### config.mk
export PLATFORM = sky130hd
export DESIGN_NAME = dsram_like_bridge_flat
export DESIGN_NICKNAME = d
export VERILOG_FILES = /design/src/rtl/dsram_like_bridge_if.sv /design/src/rtl/dsram_like_bridge.sv /design/src/flat_wrapper.sv
export SDC_FILE = /design/constraint.sdc
export NUM_CORES = 1
export LEC_CHECK = 0
export CORE_ASPECT_RATIO = 0.8
export CORE_MARGIN = 5
export CORE_UTILIZATION = 39
export DETAILED_ROUTE_END_ITERATION = 10
export PLACE_DENSITY = 0.88
export SKIP_CTS_REPAIR_TIMING = 1
export SLEW_MARGIN = 20
export SYNTH_ARGS = -nofsm -noshare
export SYNTH_HDL_FRONTEND = slang
export SYNTH_SLANG_ARGS = --single-unit
### constraint.sdc
create_clock -name clk -period 2.25 [get_ports clk]
set_clock_uncertainty 0.1 [all_clocks]
set_input_delay 0.45 -clock clk [delete_from_list [all_inputs] [get_ports clk]]
set_output_delay 0.45 -clock clk [all_outputs]
set_load 0.1 [all_outputs]
### src/rtl/dsram_like_bridge_if.sv
// sram-like data bus between the memory-stage bridge (master) and the bus/cache side (slave).
interface dsram_like_bridge_if;
  logic        data_req;
  logic        data_wr;
  logic [1:0]  data_size;
  logic [31:0] data_addr;
  logic [31:0] data_wdata;
  logic        data_addr_ok;
  logic        data_data_ok;
  logic [31:0] data_rdata;

  modport master (
    output data_req, data_wr, data_size, data_addr, data_wdata,
    input  data_addr_ok, data_data_ok, data_rdata
  );

  modport slave (
    input  data_req, data_wr, data_size, data_addr, data_wdata,
    output data_addr_ok, data_data_ok, data_rdata
  );
endinterface

### src/rtl/dsram_like_bridge.sv
// Memory-stage data port to sram-like bus bridge: stalls the pipeline for exactly one access and
// holds the result until the pipeline advances. Optional data_ok watchdog: DBRIDGE_TIMEOUT_EN.
module dsram_like_bridge #(
  parameter int unsigned TIMEOUT_CYCLES = 255
) (
  input  logic                clk,
  input  logic                rst,
  input  logic                mem_en,
  input  logic [3:0]          mem_wen,
  input  logic [1:0]          mem_size,
  input  logic [31:0]         mem_addr,
  input  logic [31:0]         mem_wdata,
  input  logic                mem_cancel,
  input  logic                pipe_stall,
  output logic [31:0]         mem_rdata,
  output logic                stall_o,
  dsram_like_bridge_if.master bus,
  output logic                bus_err_o
);

  localparam logic [1:0] S_IDLE = 2'd0;
  localparam logic [1:0] S_REQ  = 2'd1;
  localparam logic [1:0] S_WAIT = 2'd2;
  localparam logic [1:0] S_DONE = 2'd3;

  logic [1:0]  state_q, state_d;
  logic        wr_q, wr_d;
  logic [1:0]  size_q, size_d;
  logic [31:0] addr_q, addr_d;
  logic [31:0] wdata_q, wdata_d;
  logic [31:0] rdata_q, rdata_d;
  logic        flush_q, flush_d;

  logic        accept;
  logic        busy;
  logic [31:0] bus_load;

  assign accept   = mem_en & ~mem_cancel;
  assign busy     = (state_q == S_REQ) | (state_q == S_WAIT);
  assign bus_load = wr_q ? 32'h0 : bus.data_rdata;

`ifdef DBRIDGE_TIMEOUT_EN
  localparam int CNT_W = ($clog2(TIMEOUT_CYCLES + 1) > 8) ? $clog2(TIMEOUT_CYCLES + 1) : 8;
  localparam logic [CNT_W-1:0] CNT_LAST = CNT_W'(TIMEOUT_CYCLES - 1);

  logic [CNT_W-1:0] cnt_q, cnt_d;
  logic             err_q, err_d;
`endif

  // NOTE: every *_d is given its held value first, so no branch of the case can infer a latch.
  always_comb begin
    state_d = state_q;
    wr_d    = wr_q;
    size_d  = size_q;
    addr_d  = addr_q;
    wdata_d = wdata_q;
    rdata_d = rdata_q;
    flush_d = flush_q;

    case (state_q)
      S_IDLE: begin
        if (accept) begin
          wr_d    = |mem_wen;
          size_d  = mem_size;
          addr_d  = mem_addr;
          wdata_d = mem_wdata;
          flush_d = 1'b0;
          state_d = S_REQ;
        end
      end
      S_REQ: begin
        if (bus.data_addr_ok) begin
          // A flush in the acceptance cycle is too late to drop the access; it only drains.
          flush_d = mem_cancel;
          if (bus.data_data_ok) begin
            rdata_d = bus_load;
            state_d = S_DONE;
          end else begin
            state_d = S_WAIT;
          end
        end else if (mem_cancel) begin
          state_d = S_IDLE;
        end
      end
      S_WAIT: begin
        if (mem_cancel) flush_d = 1'b1;
        if (bus.data_data_ok) begin
          rdata_d = bus_load;
          state_d = S_DONE;
        end
      end
      S_DONE: begin
        // A flushed access has no pipeline stage waiting on it, so it never holds DONE.
        if (!pipe_stall || flush_q) state_d = S_IDLE;
      end
      default: state_d = S_IDLE;
    endcase

`ifdef DBRIDGE_TIMEOUT_EN
    cnt_d = cnt_q;
    err_d = err_q;
    if (state_q == S_IDLE) begin
      cnt_d = '0;
    end else if (busy) begin
      cnt_d = cnt_q + 1'b1;
    end
    if (busy && (state_d == S_REQ || state_d == S_WAIT) && cnt_q == CNT_LAST) begin
      state_d = S_DONE;
      rdata_d = 32'hDEAD_BEEF;
      err_d   = 1'b1;
    end
`endif
  end

  // NOTE: non-blocking assignments make every flop sample the pre-edge *_d values together.
  always_ff @(posedge clk) begin
    if (rst) begin
      state_q <= S_IDLE;
      wr_q    <= 1'b0;
      size_q  <= 2'd0;
      addr_q  <= 32'h0;
      wdata_q <= 32'h0;
      rdata_q <= 32'h0;
      flush_q <= 1'b0;
`ifdef DBRIDGE_TIMEOUT_EN
      cnt_q   <= '0;
      err_q   <= 1'b0;
`endif
    end else begin
      state_q <= state_d;
      wr_q    <= wr_d;
      size_q  <= size_d;
      addr_q  <= addr_d;
      wdata_q <= wdata_d;
      rdata_q <= rdata_d;
      flush_q <= flush_d;
`ifdef DBRIDGE_TIMEOUT_EN
      cnt_q   <= cnt_d;
      err_q   <= err_d;
`endif
    end
  end

  assign bus.data_req   = (state_q == S_REQ);
  assign bus.data_wr    = wr_q;
  assign bus.data_size  = size_q;
  assign bus.data_addr  = addr_q;
  assign bus.data_wdata = wdata_q;

  assign stall_o   = busy | ((state_q == S_IDLE) & accept);
  assign mem_rdata = rdata_q;

`ifdef DBRIDGE_TIMEOUT_EN
  assign bus_err_o = err_q;
`else
  // Watchdog absent: the parameter is kept so both builds share one instantiation.
  logic unused_timeout;
  assign unused_timeout = ^TIMEOUT_CYCLES;
  assign bus_err_o      = 1'b0;
`endif

endmodule

### src/flat_wrapper.sv
// flat-port wrapper written by rule: the top's interface ports become plain ports
module dsram_like_bridge_flat 
#(
  parameter int unsigned TIMEOUT_CYCLES = 255
)
  (clk, rst, mem_en, mem_wen, mem_size, mem_addr, mem_wdata, mem_cancel, pipe_stall, mem_rdata, stall_o, bus_err_o, bus_data_req, bus_data_wr, bus_data_size, bus_data_addr, bus_data_wdata, bus_data_addr_ok, bus_data_data_ok, bus_data_rdata);
  dsram_like_bridge_if bus_i ();
  input  logic clk;
  input  logic rst;
  input  logic mem_en;
  input  logic [3:0] mem_wen;
  input  logic [1:0] mem_size;
  input  logic [31:0] mem_addr;
  input  logic [31:0] mem_wdata;
  input  logic mem_cancel;
  input  logic pipe_stall;
  output logic [31:0] mem_rdata;
  output logic stall_o;
  output logic bus_err_o;
  output wire logic [$bits(bus_i.data_req)-1:0] bus_data_req;
  output wire logic [$bits(bus_i.data_wr)-1:0] bus_data_wr;
  output wire logic [$bits(bus_i.data_size)-1:0] bus_data_size;
  output wire logic [$bits(bus_i.data_addr)-1:0] bus_data_addr;
  output wire logic [$bits(bus_i.data_wdata)-1:0] bus_data_wdata;
  input wire logic [$bits(bus_i.data_addr_ok)-1:0] bus_data_addr_ok;
  input wire logic [$bits(bus_i.data_data_ok)-1:0] bus_data_data_ok;
  input wire logic [$bits(bus_i.data_rdata)-1:0] bus_data_rdata;
  assign bus_data_req = bus_i.data_req;
  assign bus_data_wr = bus_i.data_wr;
  assign bus_data_size = bus_i.data_size;
  assign bus_data_addr = bus_i.data_addr;
  assign bus_data_wdata = bus_i.data_wdata;
  assign bus_i.data_addr_ok = bus_data_addr_ok;
  assign bus_i.data_data_ok = bus_data_data_ok;
  assign bus_i.data_rdata = bus_data_rdata;
  dsram_like_bridge #(.TIMEOUT_CYCLES(TIMEOUT_CYCLES)) u_core (.clk(clk), .rst(rst), .mem_en(mem_en), .mem_wen(mem_wen), .mem_size(mem_size), .mem_addr(mem_addr), .mem_wdata(mem_wdata), .mem_cancel(mem_cancel), .pipe_stall(pipe_stall), .mem_rdata(mem_rdata), .stall_o(stall_o), .bus(bus_i), .bus_err_o(bus_err_o));
endmodule
==> out/qor.csv <==
stage,metric,value,unit
yosys,synth_top_area_share,53.4,%
min_path,worstHoldStart,u_core.mem_rdata[23]$_SDFFE_PP0P_,
global_routing,track_usage,19.0,%
routing,viasPerCell,4.90,
critical_path,start_kind,input port,
yosys,yosys_warnings,0,
place,place_hpwl,8650,µm
sta,hold_viol,0,
critical_path,arrival,1.60,ns
floorplanning,dieArea,11900,µm²
pwr,finalPower,0.00551,W
yosys,synthTopCellsByArea,"dfxtp_1, nand2_1, a21oi_1",
layout,drive_gt1_share,19.3,%
global_routing,gr-total-overflow,0,
clock_network,clock_latency,0.33,ns
floorplanning,num_rows,32,
yosys,yosys.area.top_type,dfxtp_1,
critical_path,end_kind,output port,
yosys,ys_seq_area_share,53.4,%
layout,areaGrowthSynthToFinish,58.1,%
yosys,syn_area_per_cell,8.12,µm²
sta,period_share,95.5,%
routing,drc,0,
critical_path,path_class,in2out,
yosys,synth_ff_type,dfxtp_1,
pwr,power_density,912,nW/µm²
routing,routed_wl,11600,µm
layout,diodes,0,
floorplanning,die_h,98.6,µm
clock_network,cts_tree,built,
critical_path,r2r_setup_slack,0.42,ns
floorplanning,start_util,39.8,%
layout,stdcell_count,786,
routing,wl_per_cell,14.8,µm
global_routing,grt_max_degree,68,
routing,dr.pass1.iters,4,
critical_path,crit_fanout,4,
floorplanning,core_area,9610,µm²
yosys,ys_types,26,
yosys,synth-seq-cells,102,
place,placed_area,5780,µm²
clock_network,htree_num_levels,3,
layout,ff_latch_area,2040,µm²
outcome,outcome,finished clean,
min_path,hold_class,reg2reg,
place,numPortBuffers,209,
critical_path,reg2regPathDepth,6,
layout,fillerInstances,839,
layout,multi_input_area,1600,µm²
clock_network,cts_buffers,9,
min_path,min_path_cells,2,
yosys,synth_area,3820,µm²
layout,fin_nets,776,
sta,slew_viol_final,0,
routing,via_count,3852,
yosys,synth_nets,585,
routing,postRouteAntennaNets,0,
sta,rsz0062_at_grt,false,
pwr,vdd_drop_max,0.515,mV
floorplanning,pin_count,211,
global_routing,grt_pass1_wl,18600,µm
flow_run,max_cap_violations,0,
sta,fmax,465,MHz
place,gp_congestion,0.772,
clock_network,ctsRootBufferMaster,clkbuf_16,
critical_path,cp.required,1.70,ns
clock_network,clkTransAtPathRegs,0.06,ns
pwr,p_leak,2.39,nW
place,dp.cells,770,
min_path,hold_end,u_core.mem_rdata[23]$_SDFFE_PP0P_,
global_routing,antenna_found_initial,0,
routing,dr.first_iter.drc_count,137,
sta,fin_setup_tns,0,ns
clock_network,clockBufferDepth,2,
global_routing,grt_pass1_vias,3945,
sta,setup_violations,0,
yosys,synth_edf_count,0,
floorplanning,die_w,121,µm
layout,final_area,6050,µm²
clock_network,clkSinkCount,102,
yosys,synth_async_sr_flop_share,0,%
yosys,syn_inst,471,
sta,period_needed,2.15,ns
## cells in the mapped netlist, drive strengths merged (2+ instances only)
master / n
clkbuf: 19
ha: 5
nand2b: 3
nand2: 168
or4: 2
inv: 5
nand3b: 32
a21oi: 102
nor2b: 2
buf: 18
o31ai: 2
o22ai: 2
dfxtp: 102
## sequential cells by signal, summed over array words and instances (netlist names), named ones only
register and count:
u_core.bus.data_addr 32, u_core.bus.data_size 2, u_core.bus.data_wdata 32, u_core.bus.data_wr 1, u_core.flush_q 1, u_core.mem_rdata 32
u_core.state_q 1
## through the flow
stage	util, %	worst slack, ns	hold slack (ns)
detailed placement	60.1	0.127	0.348
floorplan	-	0.0764	0.384
global route	62.9	0.00610	0.371
CTS	62.9	0.0351	0.357
finish	62.9	0.102	0.354
global placement	60.1	0.154	0.339
## per-layer routing
| metal | track usage [%] | vias up | wire length, µm |
|---|---|---|---|
| met3 | 7.17 | 21 | 907 |
| met4 | 7.23 | 0 | 273 |
| met2 | 34.4 | 134 | 5850 |
| li1 | - | 1922 | - |
| met1 | 20.1 | 1775 | 4610 |
| met5 | 0 | - | 0 |
## placed cells by master (no fill, tap or decap), drive strengths merged, types with 2 or more instances in the layout
master and n:
a21oi 102, buf 110, clkbuf 11, clkdlybuf4s50 107
clkinv 2, clkinvlp 3, dfxtp 102, ha 5
inv 5, nand2 168, nand2b 3, nand3b 32
nor2b 2, o22ai 2, o31ai 2, or4 2
## area by class of cell
cell class | instances | area share [%]
clock buffer | 11 | 3.85
clock inverter | 5 | 0.600
inverter | 5 | 0.310
multi-input combinational | 327 | 26.4
sequential | 102 | 33.8
tap | 119 | 2.46
timing repair buffer | 217 | 32.6
## worst max-delay path: stages
cell and delay, ns:
clkdlybuf4s50_1 0.52, nor2b_4 0.20, nand2_2 0.10, nand2b_1 0.13
buf_12 0.19
## worst max-delay path by stage
stage / to / startpoint / slack, ns
2_1_floorplan: stall_o / u_core.state_q[0]$_SDFFE_PP0P_ / 0.08
6_report: stall_o / mem_cancel / 0.10
3_3_place_gp: stall_o / mem_cancel / 0.15
3_5_place_dp: stall_o / mem_cancel / 0.13
5_1_grt: stall_o / register / 0.006
4_1_cts: stall_o / u_core.state_q[0]$_SDFFE_PP0P_ / 0.04
## logic make-up after synthesis
logic type / count (synthesis) / synth area share, %
AND/OR/NAND/NOR: 211 / 24.7
AO/OA/AOI/OAI: 109 / 14.9
flip-flops: 102 / 53.4
buffers and inverters: 42 / 4.97
adder cells (fa/ha/maj): 5 / 1.64
multiplexers: 1 / 0.262
other: 1 / 0.0980
## power by group
group	total (W)	switching [W]	internal, W
clock network	0.00140	0.000650	0.000751
logic	0.00208	0.00151	0.000575
registers	0.00203	0.0000830	0.00195
total	0.00551	0.00224	0.00328
(Power assumes the default switching activity.)
